--- src/rtl/jtkunio_pkg.sv ---
// rtl/jtkunio_pkg.sv - shared types and helpers for the Kunio ADPCM playback sequencer
package jtkunio_pkg;

    typedef enum logic [1:0] {
        ST_IDLE  = 2'd0,
        ST_FETCH = 2'd1,
        ST_PLAY  = 2'd2
    } state_t;

    // control register layout: {oki_s, bank_ce[2:0], msb[1:0]}
    localparam int CTRL_OKI  = 5;
    localparam int CTRL_BANK = 2;
    localparam int CTRL_MSB  = 0;

    // one-hot bank enable to bank number; malformed patterns fall back to bank 0
    function automatic logic [1:0] bank_decode(input logic [2:0] ce);
        case (ce)
            3'b010:  return 2'd1;
            3'b100:  return 2'd2;
            default: return 2'd0;
        endcase
    endfunction

endpackage

--- src/rtl/jtkunio_pcm_fetch.sv ---
// rtl/jtkunio_pcm_fetch.sv - two-byte PCM ROM prefetch buffer with stale-ok guard
module jtkunio_pcm_fetch #(
    parameter int CNTW = 14,
    parameter int AW   = 17
) (
    input  logic              clk,
    input  logic              rstn,
    input  logic              clear,
    input  logic              abort,
    input  logic              enable,
    input  logic              consume,
    input  logic [AW-CNTW:0]  base,
    input  logic [7:0]        pcm_data,
    input  logic              pcm_ok,
    output logic [AW-1:0]     pcm_addr,
    output logic              pcm_cs,
    output logic [7:0]        cur,
    output logic              cur_valid
);
    localparam int FW = CNTW - 1;

    logic [FW-1:0] fcnt;
    logic [7:0]    nxt;
    logic          nxt_valid;
    logic          fresh;       // first cycle on a new address: ok may belong to the old one
    logic          last_done;   // the final byte of the sample has been loaded

    logic          load;
    logic [7:0]    cur_n;
    logic [7:0]    nxt_n;
    logic          cur_v_n;
    logic          nxt_v_n;
    logic          done_n;
    logic [FW-1:0] fcnt_n;
    logic          need;

    assign load = pcm_cs && pcm_ok && !fresh;

    // buffer update: shift on consume, then drop a loaded byte into the first empty slot
    always_comb begin
        cur_n   = cur;
        cur_v_n = cur_valid;
        nxt_n   = nxt;
        nxt_v_n = nxt_valid;
        fcnt_n  = fcnt;
        done_n  = last_done;
        need    = 1'b0;
        if (consume) begin
            cur_n   = nxt;
            cur_v_n = nxt_valid;
            nxt_v_n = 1'b0;
        end
        if (load) begin
            if (!cur_v_n) begin
                cur_n   = pcm_data;
                cur_v_n = 1'b1;
            end else begin
                nxt_n   = pcm_data;
                nxt_v_n = 1'b1;
            end
            if (fcnt == '1) done_n = 1'b1;
            else            fcnt_n = fcnt + 1'b1;
        end
        need = !done_n && !nxt_v_n;
    end

    // request sequencing: hold pcm_cs until accepted, reissue only while a slot is free
    always_ff @(posedge clk or negedge rstn) begin
        if (!rstn) begin
            fcnt      <= '0;
            cur       <= '0;
            nxt       <= '0;
            cur_valid <= 1'b0;
            nxt_valid <= 1'b0;
            last_done <= 1'b0;
            fresh     <= 1'b0;
            pcm_cs    <= 1'b0;
            pcm_addr  <= '0;
        end else if (clear) begin
            fcnt      <= '0;
            cur       <= '0;
            nxt       <= '0;
            cur_valid <= 1'b0;
            nxt_valid <= 1'b0;
            last_done <= 1'b0;
            fresh     <= 1'b1;
            pcm_cs    <= 1'b1;
            pcm_addr  <= {base, {FW{1'b0}}};
        end else if (abort || !enable) begin
            pcm_cs    <= 1'b0;
            fresh     <= 1'b0;
        end else begin
            cur       <= cur_n;
            cur_valid <= cur_v_n;
            nxt       <= nxt_n;
            nxt_valid <= nxt_v_n;
            fcnt      <= fcnt_n;
            last_done <= done_n;
            fresh     <= 1'b0;
            if (!pcm_cs || load) begin
                pcm_cs <= need;
                if (need) begin
                    pcm_addr <= {base, fcnt_n};
                    fresh    <= 1'b1;
                end
            end
        end
    end

endmodule

--- src/rtl/jtkunio_pcm_ctrl.sv ---
// rtl/jtkunio_pcm_ctrl.sv - ADPCM playback sequencer: control register, nibble counter, NMI
module jtkunio_pcm_ctrl
    import jtkunio_pkg::*;
#(
    parameter int CNTW = 14,
    parameter int AW   = 17
) (
    input  logic          clk,
    input  logic          rstn,
    input  logic          start,
    input  logic          stop,
    input  logic          ctrl_we,
    input  logic [5:0]    ctrl_din,
    input  logic          vclk,
    output logic [AW-1:0] pcm_addr,
    output logic          pcm_cs,
    input  logic [7:0]    pcm_data,
    input  logic          pcm_ok,
    output logic [3:0]    pcm_din,
    output logic          dec_rst,
    output logic [1:0]    dec_sel,
    output logic          nmi_n,
    output logic          underrun
);
    state_t            state;
    logic [5:0]        ctrl;
    logic [CNTW-1:0]   cnt;
    logic [7:0]        cur;
    logic              cur_valid;
    logic [AW-CNTW:0]  base;
    logic              play_vclk;
    logic              consume;
    logic              terminal;

    assign base      = {bank_decode(ctrl[CTRL_BANK+:3]), ctrl[CTRL_MSB+:2]};
    assign dec_sel   = {ctrl[CTRL_OKI], 1'b0};
    assign play_vclk = (state == ST_PLAY) && vclk && cur_valid && !start && !stop;
    assign consume   = play_vclk && cnt[0];
    assign terminal  = play_vclk && (cnt == '1);

    // CPU-visible control register, writable in any state
    always_ff @(posedge clk or negedge rstn) begin
        if (!rstn)        ctrl <= '0;
        else if (ctrl_we) ctrl <= ctrl_din;
    end

    jtkunio_pcm_fetch #(
        .CNTW (CNTW),
        .AW   (AW)
    ) u_fetch (
        .clk       (clk),
        .rstn      (rstn),
        .clear     (start),
        .abort     (stop || terminal),
        .enable    (state != ST_IDLE),
        .consume   (consume),
        .base      (base),
        .pcm_data  (pcm_data),
        .pcm_ok    (pcm_ok),
        .pcm_addr  (pcm_addr),
        .pcm_cs    (pcm_cs),
        .cur       (cur),
        .cur_valid (cur_valid)
    );

    // playback FSM: start beats stop, nibbles go out on vclk, last nibble raises the NMI
    always_ff @(posedge clk or negedge rstn) begin
        if (!rstn) begin
            state    <= ST_IDLE;
            cnt      <= '0;
            pcm_din  <= '0;
            dec_rst  <= 1'b1;
            nmi_n    <= 1'b1;
            underrun <= 1'b0;
        end else if (start) begin
            state    <= ST_FETCH;
            cnt      <= '0;
            underrun <= 1'b0;
            nmi_n    <= 1'b1;
            dec_rst  <= 1'b0;
        end else if (stop) begin
            state    <= ST_IDLE;
            nmi_n    <= 1'b1;
            dec_rst  <= 1'b1;
        end else begin
            case (state)
                ST_IDLE: begin
                    dec_rst <= 1'b1;
                end
                ST_FETCH: begin
                    if (cur_valid) state <= ST_PLAY;
                end
                ST_PLAY: begin
                    if (vclk) begin
                        if (cur_valid) begin
                            pcm_din <= cnt[0] ? cur[7:4] : cur[3:0];
                            cnt     <= cnt + 1'b1;
                            if (cnt == '1) begin
                                nmi_n   <= 1'b0;
                                dec_rst <= 1'b1;
                                state   <= ST_IDLE;
                            end
                        end else begin
                            underrun <= 1'b1;
                        end
                    end
                end
                default: state <= ST_IDLE;
            endcase
        end
    end

endmodule

--- config.mk ---
export PLATFORM = sky130hd
export DESIGN_NAME = jtkunio_pcm_ctrl
export DESIGN_NICKNAME = d
export VERILOG_FILES = /design/src/rtl/jtkunio_pkg.sv /design/src/rtl/jtkunio_pcm_fetch.sv /design/src/rtl/jtkunio_pcm_ctrl.sv
export SDC_FILE = /design/constraint.sdc
export NUM_CORES = 1
export LEC_CHECK = 0
export CAP_MARGIN = 20
export CORE_MARGIN = 4
export CORE_UTILIZATION = 35
export CTS_CLUSTER_SIZE = 12
export DETAILED_ROUTE_END_ITERATION = 8
export PLACE_DENSITY = 0.61
export SLEW_MARGIN = 20
export SYNTH_ARGS = -nofsm -noshare
export SYNTH_HDL_FRONTEND = slang
export SYNTH_HIERARCHICAL = 1
export SYNTH_SLANG_ARGS = --single-unit
export TNS_END_PERCENT = 100
--- constraint.sdc ---
create_clock -name clk -period 5 [get_ports clk]
set_clock_uncertainty 0.15 [all_clocks]
set_input_delay 1 -clock clk [delete_from_list [all_inputs] [get_ports clk]]
set_output_delay 1 -clock clk [all_outputs]
set_load 0.01 [all_outputs]
== Yosys cells after proc, flatten, opt, wreduce, memory -nomap -nowiden ==
Index checks and enable logic that the tools add are counted.
Cells by class
  $add $sub $neg: 2
  multiply operators: 0
  div/mod/pow operators: 0
  order comparisons: 0
  eq/ne operators: 14
  shift-type cells: 0
  muxes and demuxes: 68
  bitwise logic cells: 2
  reduce and logical (&&, ||, !) cells: 42
Operator list (number)
  $mux 8: 9
  $mux 14: 5
  $mux 17: 4
  $mux 13: 4
  $mux 1: 36
  $reduce_and 4->1: 4
  $reduce_bool 2->1: 8
  $reduce_bool 3->1: 5
  $add 14x1->14 const B: 1
  $eq 14x14->1 const B: 1
  $add 13x1->13 const B: 1
  $eq 13x13->1 const B: 1
  $mux 2: 6
  $ne 4x3->1 const B: 3
  $reduce_and 5->1: 2
  $logic_and 1x1->1: 9
  $logic_not 1->1: 7
  $ne 2x2->1 const B: 3
  $pmux 2 s3: 1
  $reduce_and 3->1: 2
  $mux 4: 1
  $ne 4x4->1 const B: 1
  $pmux 2 s2: 1
  $reduce_bool 4->1: 1
  other kinds (9): 12
Storage, ports and cells
  flip-flop bits (word level): 80
  bits in latches: 0
  RAM bits: 0
  bits in read-only memories: 0
  bits of input ports: 21
  memories kept: 0

== Depth between registers and ports, before layout ==
Gate-level depths: netlist of the first run.
  depth after elaboration: 15
  gate-level depth with buffers: 10

== Cells and area by module ==
The synthesis of the first run kept the hierarchy.
By module, submodules not included
  jtkunio_pcm_fetch: times used 1, cells each 273, area an instance 2712.6 µm², sequential area each 1276.2 µm²
  jtkunio_pcm_ctrl: times used 1, cells each 142, area an instance 1461.4 µm², sequential area each 728.2 µm²

== Least setup slack after synthesis of the first run ==
OpenSTA, ideal clock, no wires.
  path kind: input -> register
  start point: input port stop
  end point: register u_fetch.pcm_addr[13]
  setup time: 0.125 ns
  arrival: 3.556 ns
  required time: 4.725 ns
  path slack: 1.169 ns
  cell stages on the path: 9
  path buffers: 0
  cell sequence: nor3b_1 -> nand3_1 -> nor2_1 -> and2_1 -> mux2i_2 -> nand3b_2 -> a2111oi_4 -> a21oi_4 -> mux2_4
On the way
  longest elaborated chain between the ends: 10
RTL lines
  start: declaration: line jtkunio_pcm_ctrl.sv:11  | input logic stop,
  $logic_not 1->1 (*): line jtkunio_pcm_ctrl.sv:37  | assign play_vclk = (state == ST_PLAY) && vclk && cur_valid && !start && !stop;
  $logic_and 1x1->1 (*): line jtkunio_pcm_ctrl.sv:37
  $logic_and 1x1->1 (*): line jtkunio_pcm_ctrl.sv:38  | assign consume = play_vclk && cnt[0];
  named net consume: line jtkunio_pcm_ctrl.sv:32  | logic consume;
  $mux 1: line jtkunio_pcm_fetch.sv:48  | if (consume) begin
  $mux 1: line jtkunio_pcm_fetch.sv:54  | if (!cur_v_n) begin
  $mux 1 (*): line jtkunio_pcm_fetch.sv:53  | if (load) begin
  $logic_not 1->1 (*): line jtkunio_pcm_fetch.sv:64  | need = !done_n && !nxt_v_n;
  $logic_and 1x1->1 (*): line jtkunio_pcm_fetch.sv:64
  $reduce_bool 2->1 (no line) (*)
  $reduce_and 3->1 (no line) (*)
  end signal: assignment: line jtkunio_pcm_fetch.sv:88  | pcm_addr <= {base, {FW{1'b0}}};
  end signal: assignment: line jtkunio_pcm_fetch.sv:103  | pcm_addr <= {base, fcnt_n};
  end: declaration: line jtkunio_pcm_fetch.sv:15  | output logic [AW-1:0] pcm_addr,
Mark *: on every way through the listed nets, which the timed path passes. The rest lies on a longest branch.
A chain may end at the register's enable or synchronous reset.

== Worst setup path in the final report of the first run ==
  start point: input port stop
  end point: register u_fetch.pcm_addr[14]
Same word-level chain as after synthesis.

==> results by group, run 1 <==
Timing
  • Fmax: between 200 and 250 MHz
  • RSZ-0062 raised after global routing: false
  • PnR worst setup slack: 958 ps
  • Final Cycle Share: 0.808
  • Setup violations, final: 0
  • Tmin final: 4040 ps
  • Final slew viol count: 0
  • Setup_tns: 0 ps
  • Worst Tran Pin Value: 778 ps
  • Slew headroom: 0.477
  • Final Hold Fails: 0

Final layout
  • Layout cells sized above 1: 0.125
  • Fill count: 1073
  • Area of the multi-input gates: 0.00200 sq mm
  • Reg area: 0.00200 sq mm
  • Layout Nets: 475
  • Post-route cell area: 0.00508 sq mm
  • Layout Area Growth over Synthesis: 21.7%
  • ANT cells: 0

Die
  • Die W: 117 um
  • Ports: between 40 and 50
  • FP Rows: 39
  • Die Y: roughly 120 um
  • Core Footprint: roughly 0.012 sq mm
  • Die area: 0.0137 sq mm
  • Initial Utilization: 0.361

CTS
  • Root buffer cell: clkbuf_16
  • Max clock buf depth: 2
  • Hold-fix buffers, CTS: 0
  • Number of CTS-inserted buffers: 9
  • Number of gates resized after CTS: 0
  • TritonCTS sink count: 80
  • CTS clk-pin slew, worst paths: 60 ps
  • H-Tree Depth: 3
  • TritonCTS clock tree: done
  • Setup Fix Bufs, Post-CTS: 0
  • Clock Latency Late Sink: 330 ps

Drt
  • Vias post-DR: 3252
  • WL final: 9340 um
  • ANT nets after route: 0
  • TritonRoute pass-1 iters: 5
  • # DRC: 0
  • Routed wire per std cell: 15.6 um
  • Drt initial violations: 142
  • Vias per inst: ~5.4

Place
  • Post-detail-place hpwl: 6430 um
  • I/O Buffers: 46
  • Global placement routability congestion: between 0.8 and 0.9
  • DP Area: 0.00474 sq mm
  • Place WS: 623 ps

Yosys
  • Sequential area share after synthesis: 0.480
  • Post-synth ARST share: 1.00
  • Synth Warn #: 6
  • Synth Instances: approximately 420
  • Syn avg cell area: 10.1 sq um
  • Cell variety after synth: 58
  • Syn Std Cell Area: about 0.0042 sq mm
  • Syn_nets: 438
  • Synth Register Bits: 80
  • Post-synth EDFFs: 0
  • Top_reg_cell synth: dfrtp_1

GRT
  • All-layer global routing usage: 0.144
  • Initial antenna violation count: 0
  • Vias in the first global route: 3088
  • Global route overflow: 0
  • Largest net degree at the start of global routing: 81
  • First-pass GRT wire length: about 16000 um

Flow run
  • Max-cap viol count: 0

Worst setup path
  • Type of the worst setup path: input port to flip-flop
  • CP peak stage delay: 520 ps
  • Slowest cell on the critical path: clkdlybuf4s50_1
  • Worst EP required: 5060 ps
  • Most used cell, CP: buf_4
  • CP Launch Type: input port
  • Worst Path Arrival: 4100 ps
  • Crit path max fanout: 15
  • CP Cell Sequence: clkdlybuf4s50_1 -> nor3b_1 -> buf_4 -> nand3_1 -> nor2_1 -> buf_4 -> and2_1 -> mux2i_2 -> nand3b_2 -> a2111oi_4 -> buf_4 -> a21oi_4 -> mux2_4
  • Critical path endpoint category: flip-flop

Power and ir drop
  • Max IR drop VDD: around 0.13 mV
  • Overall power: ~1600 uW
  • Switch share: 0.218
  • Power per Cell Area: 306 mW/mm^2
  • Clock share of power: 0.468
  • Switching power: 340 uW
  • Flop pwr share: 0.441
  • Internal Power: 1220 uW
  • Power share of the combinational group: 0.091
  • Leakage: 0.00204 uW

Status
  • Outcome: complete, no violations

Min path
  • Hold WC Path Type: flip-flop to flip-flop
==> critical path: cells and delay by family <==
family,cells,cell delay [ps]
AOI/OAI and AO/OA,2,480
muxes,2,640
and+or+nand+nor,5,830
buffers and inverters,4,1130
==> cell usage after synthesis (2+ instances only) <==
cell	n	share of area
buf_4	2	0.0036
nor2_1	33	0.030
xor2_1	13	0.027
dfrtp_1	78	0.47
o31ai_1	5	0.0090
and3_1	7	0.010
ha_1	2	0.0060
buf_2	4	0.0048
o211ai_1	9	0.016
nand4_1	13	0.019
a21oi_1	29	0.035
or3_1	2	0.0030
nand2_1	30	0.027
xnor2_1	11	0.023
or4_1	5	0.0090
inv_1	11	0.0099
nor4b_1	2	0.0042
and2_1	2	0.0030
nor2b_1	2	0.0030
nor3b_1	3	0.0054
nor4_1	8	0.012
mux2i_1	9	0.022
a21o_1	3	0.0054
and4_1	3	0.0063
clkbuf_1	20	0.018
mux2_4	4	0.014
a211oi_1	4	0.0072
o21ai_0	12	0.014
mux2_1	4	0.011
nand3_1	21	0.025
dfstp_2	2	0.013
nand3b_1	3	0.0054
mux2_2	11	0.030
a21oi_2	4	0.0084
a211oi_2	4	0.012
nor3_1	8	0.0096
a22o_1	8	0.017
a311oi_1	3	0.0063
a31oi_1	2	0.0030
==> area by class of cell <==
type / count / share of cell area
clock inverter: 2 / 0.0118
sequential: 80 / 0.395
multi-input combinational: 296 / 0.394
tap: 143 / 0.0352
inverter: 11 / 0.00813
timing repair buffer: 54 / 0.102
clock buffer: 14 / 0.0540
==> layer usage <==
metal / vias to the layer above / part of all wire / wire length (um) / GRT usage
met5: - / 0 / 0 / 0
met4: 0 / 0.0090 / 84 / 0.0512
met3: 7 / 0.038 / 357 / 0.0262
met2: 69 / 0.46 / 4290 / 0.215
met1: 1597 / 0.49 / 4610 / 0.208
li1: 1579 / - / - / -
==> sequential cells by signal, summed over array words and instances (netlist names) <==
| register | flops |
|---|---|
| underrun | 1 |
| pcm_din | 4 |
| cnt | 14 |
| u_fetch/fresh | 1 |
| u_fetch/nxt_valid | 1 |
| u_fetch/nxt | 8 |
| u_fetch/pcm_addr | 17 |
| u_fetch/cur | 8 |
| dec_rst | 1 |
| u_fetch/cur_valid | 1 |
| u_fetch/last_done | 1 |
| u_fetch/pcm_cs | 1 |
| nmi_n | 1 |
| u_fetch/fcnt | 13 |
| ctrl | 6 |
| state | 2 |
==> layout by cell type, fill, tap and decap left out, types with 11 or more instances in the layout <==
cell type,instances
nor2_1,33
o21ai_0,12
xnor2_1,11
nand2_1,30
inv_1,11
dfrtp_1,78
nand4_1,13
mux2_2,11
a21oi_1,29
xor2_1,13
clkdlybuf4s50_1,44
nand3_1,21
==> kinds of logic (layout without fill, tap and decap cells) <==
group / after synthesis / count (layout) / synth area share
compound gates: 89 / 89 / 0.152
xor+xnor: 24 / 24 / 0.0504
fa+ha+maj: 2 / 2 / 0.00599
buf+inv: 39 / 81 / 0.0399
flops: 80 / 80 / 0.480
mux: 29 / 29 / 0.0797
other cells: 1 / 1 / 0.000898
simple gates: 151 / 151 / 0.191
==> per-stage QoR <==
stage	instances	util	hold slack, ps
detailed placement	584	0.410	339
CTS	600	0.439	351
global route	600	0.439	363
global placement	584	0.410	331
floorplan	415	-	323
finish	600	0.439	339
==> worst paths after layout <==
check	depth (start not counted)	endpoint	slack (ps)	from
hold / removal	1	pcm_din[0]	340	pcm_din[0]
max in group asynchronous	1	u_fetch/pcm_addr[11]	3620	rstn
min in group asynchronous	1	cnt[4]	550	rstn
setup / recovery	13	u_fetch/pcm_addr[14]	960	stop
hold reg to reg	1	pcm_din[0]	340	pcm_din[0]
setup reg to reg	12	u_fetch/pcm_addr[14]	1730	state[0]
==> power by group through the flow <==
stage | logic [uW] | registers [uW] | clock network [uW]
floorplan | 70.2 | 698 | 0
CTS | 145 | 686 | 743
global placement | 142 | 697 | 0
detailed placement | 145 | 697 | 0
finish | 142 | 686 | 727
global route | 158 | 688 | 773
(Power assumes the default switching activity.)
==> run 2: changes to the inputs <==
Clock period 5 ns to 3.9 ns, I/O delays scaled along.
==> run 2 against run 1 <==
Highest routed layer unchanged; via count increased by 1.2%; die area did not move; first-iteration DRC count is 17% higher; cell count increased by 0.67%; sequential share of layout area is essentially flat; critical endpoint is now u_fetch/pcm_addr[1].
==> results by group, run 2 (synthesis gave the netlist of run 1 again) <==
CTS
  • Root buffer cell: clkbuf_16
  • Max clock buf depth: 2
  • H-Tree Depth: 3
  • CTS clk-pin slew, worst paths: 60 ps
  • Setup Fix Bufs, Post-CTS: 0
  • Number of gates resized after CTS: 0
  • TritonCTS sink count: 80
  • Number of CTS-inserted buffers: 9
  • TritonCTS clock tree: done
  • Hold-fix buffers, CTS: 0
  • Clock Latency Late Sink: roughly 330 ps

Final layout
  • Most frequent cells in the layout: dfrtp_1, clkdlybuf4s50_1, nor2_1
  • ANT cells: 0
  • Top flop regs: u_fetch/pcm_addr (17), cnt (14), u_fetch/fcnt (13)
  • Layout Nets: 479
  • Post-route cell area: 0.00508 sq mm
  • Layout Area Growth over Synthesis: 21.7%
  • Layout cells sized above 1: 0.137
  • Biggest register: u_fetch/pcm_addr
  • Number of flip-flops in the largest register: 17
  • Most common cell after layout, fill and taps aside: dfrtp_1

Timing
  • Worst Tran Pin Value: 985 ps
  • Final Hold Fails: 0
  • Tmin final: around 3500 ps
  • Fmax: 286 MHz
  • Setup_tns: 0 ps
  • Final slew viol count: 0
  • Slew headroom: 0.338
  • RSZ-0062 raised after global routing: false
  • Setup violations, final: 0
  • Final Cycle Share: 0.895

Die
  • Die Y: 117 um
  • Ports: 48
  • FP Rows: 39
  • Die W: 117 um
  • Die area: 0.0137 sq mm
  • Core Footprint: 0.0116 sq mm
  • Initial Utilization: 0.361

Place
  • Global placement routability congestion: ~0.84
  • I/O Buffers: 46
  • DP Area: 0.00477 sq mm
  • Post-detail-place hpwl: 6550 um

Power and ir drop
  • Max IR drop VDD: roughly 0.23 mV
  • Power per Cell Area: around 380 mW/mm^2
  • Switching power: 454 uW
  • Power share of the combinational group: 0.096
  • Flop pwr share: 0.459
  • Internal Power: about 1500 uW
  • Leakage: 0.00204 uW
  • Switch share: 0.237
  • Clock share of power: 0.445

GRT
  • Met1 usage: 0.201
  • Met2 usage: 0.239
  • First-pass GRT wire length: 16100 um
  • Busiest grt layer: met2
  • All-layer global routing usage: 0.149
  • Initial antenna violation count: 0
  • Largest net degree at the start of global routing: 81
  • Vias in the first global route: 3295
  • Met3 global-route usage: 0.0262
  • Global route overflow: 0

Drt
  • TritonRoute pass-1 iters: 4
  • # DRC: 0
  • Drt initial violations: 166
  • Vias per inst: around 5.4
  • Vias post-DR: 3291
  • Routed wire per std cell: ~16 um
  • ANT nets after route: 0
  • WL final: between 9000 and 10000 um

Worst setup path
  • Type of the worst setup path: input port to flip-flop
  • CP Launch Type: input port
  • Worst EP required: 3930 ps
  • Crit path max fanout: 7
  • Worst Path Arrival: roughly 3500 ps
  • FF-to-FF setup slack: 840 ps
  • Critical path endpoint category: flip-flop

Status
  • Outcome: complete, no violations

Min path
  • Hold WC Path Type: input port to asynchronous set/reset pin

Flow run
  • Max-cap viol count: 0
==> run 2: cell types whose count changed in the layout (fill, tap and decap cells not counted), sizes merged <==
cell / change
inv: +1
clkinv: +2
bufinv: -1
buf: +4
clkinvlp: +2
clkbuf: -4
==> run 2: critical path, cell delays in order <==
cell and delay [ps]:
clkdlybuf4s50_1 440, nor3b_1 260, nand3_1 130, nor2_1 150, and2_1 190, mux2i_2 340, nand3b_2 170, a2111o_1 530
nor2_2 370, a311oi_1 150
==> run 2: area by class of cell <==
cell class / instances / area (sq um)
multi-input cells: 296 / 2000
clock inverters: 6 / 67.6
well taps: 143 / 179
clock buffers: 10 / 239
repair buffers: 58 / 547
flip-flops and latches: 80 / 2000
inverters: 11 / 41.3
fillers: 1085 / 6480
==> run 2: stage by stage <==
stage	hold WS, ps	total power, uW	utilization	cells	worst slack [ps]
global route	362	2000	0.439	604	90.1
finish	335	1910	0.439	604	408
CTS	348	1940	0.439	604	392
global placement	327	1080	0.413	588	150
floorplan	323	984	-	415	289
detailed placement	327	1080	0.413	588	72.4
==> run 2: power groups by stage <==
stage | combinational, uW | sequential (uW) | clock [uW]
2_1_floorplan | 90.0 | 894 | 0
3_3_place_gp | 182 | 893 | 0
3_5_place_dp | 187 | 894 | 0
4_1_cts | 187 | 879 | 876
5_1_grt | 205 | 882 | 913
6_report | 184 | 878 | 852
==> run 2: layer usage <==
| metal | up-vias | share of wire |
|---|---|---|
| met3 | 16 | 0.043 |
| met1 | 1605 | 0.48 |
| li1 | 1589 | - |
| met4 | 0 | 0.017 |
| met5 | - | 0 |
| met2 | 81 | 0.46 |
==> run 2: final timing paths <==
check	startpoint	endpoint	cells after the start
max in group asynchronous	rstn	u_fetch/pcm_addr[1]	1
worst min register to register	pcm_din[2]	pcm_din[2]	1
min in group clk	pcm_din[2]	pcm_din[2]	1
worst min-delay path	rstn	underrun	1
worst max register to register	state[0]	u_fetch/pcm_addr[1]	9
worst max-delay path	stop	u_fetch/pcm_addr[1]	10
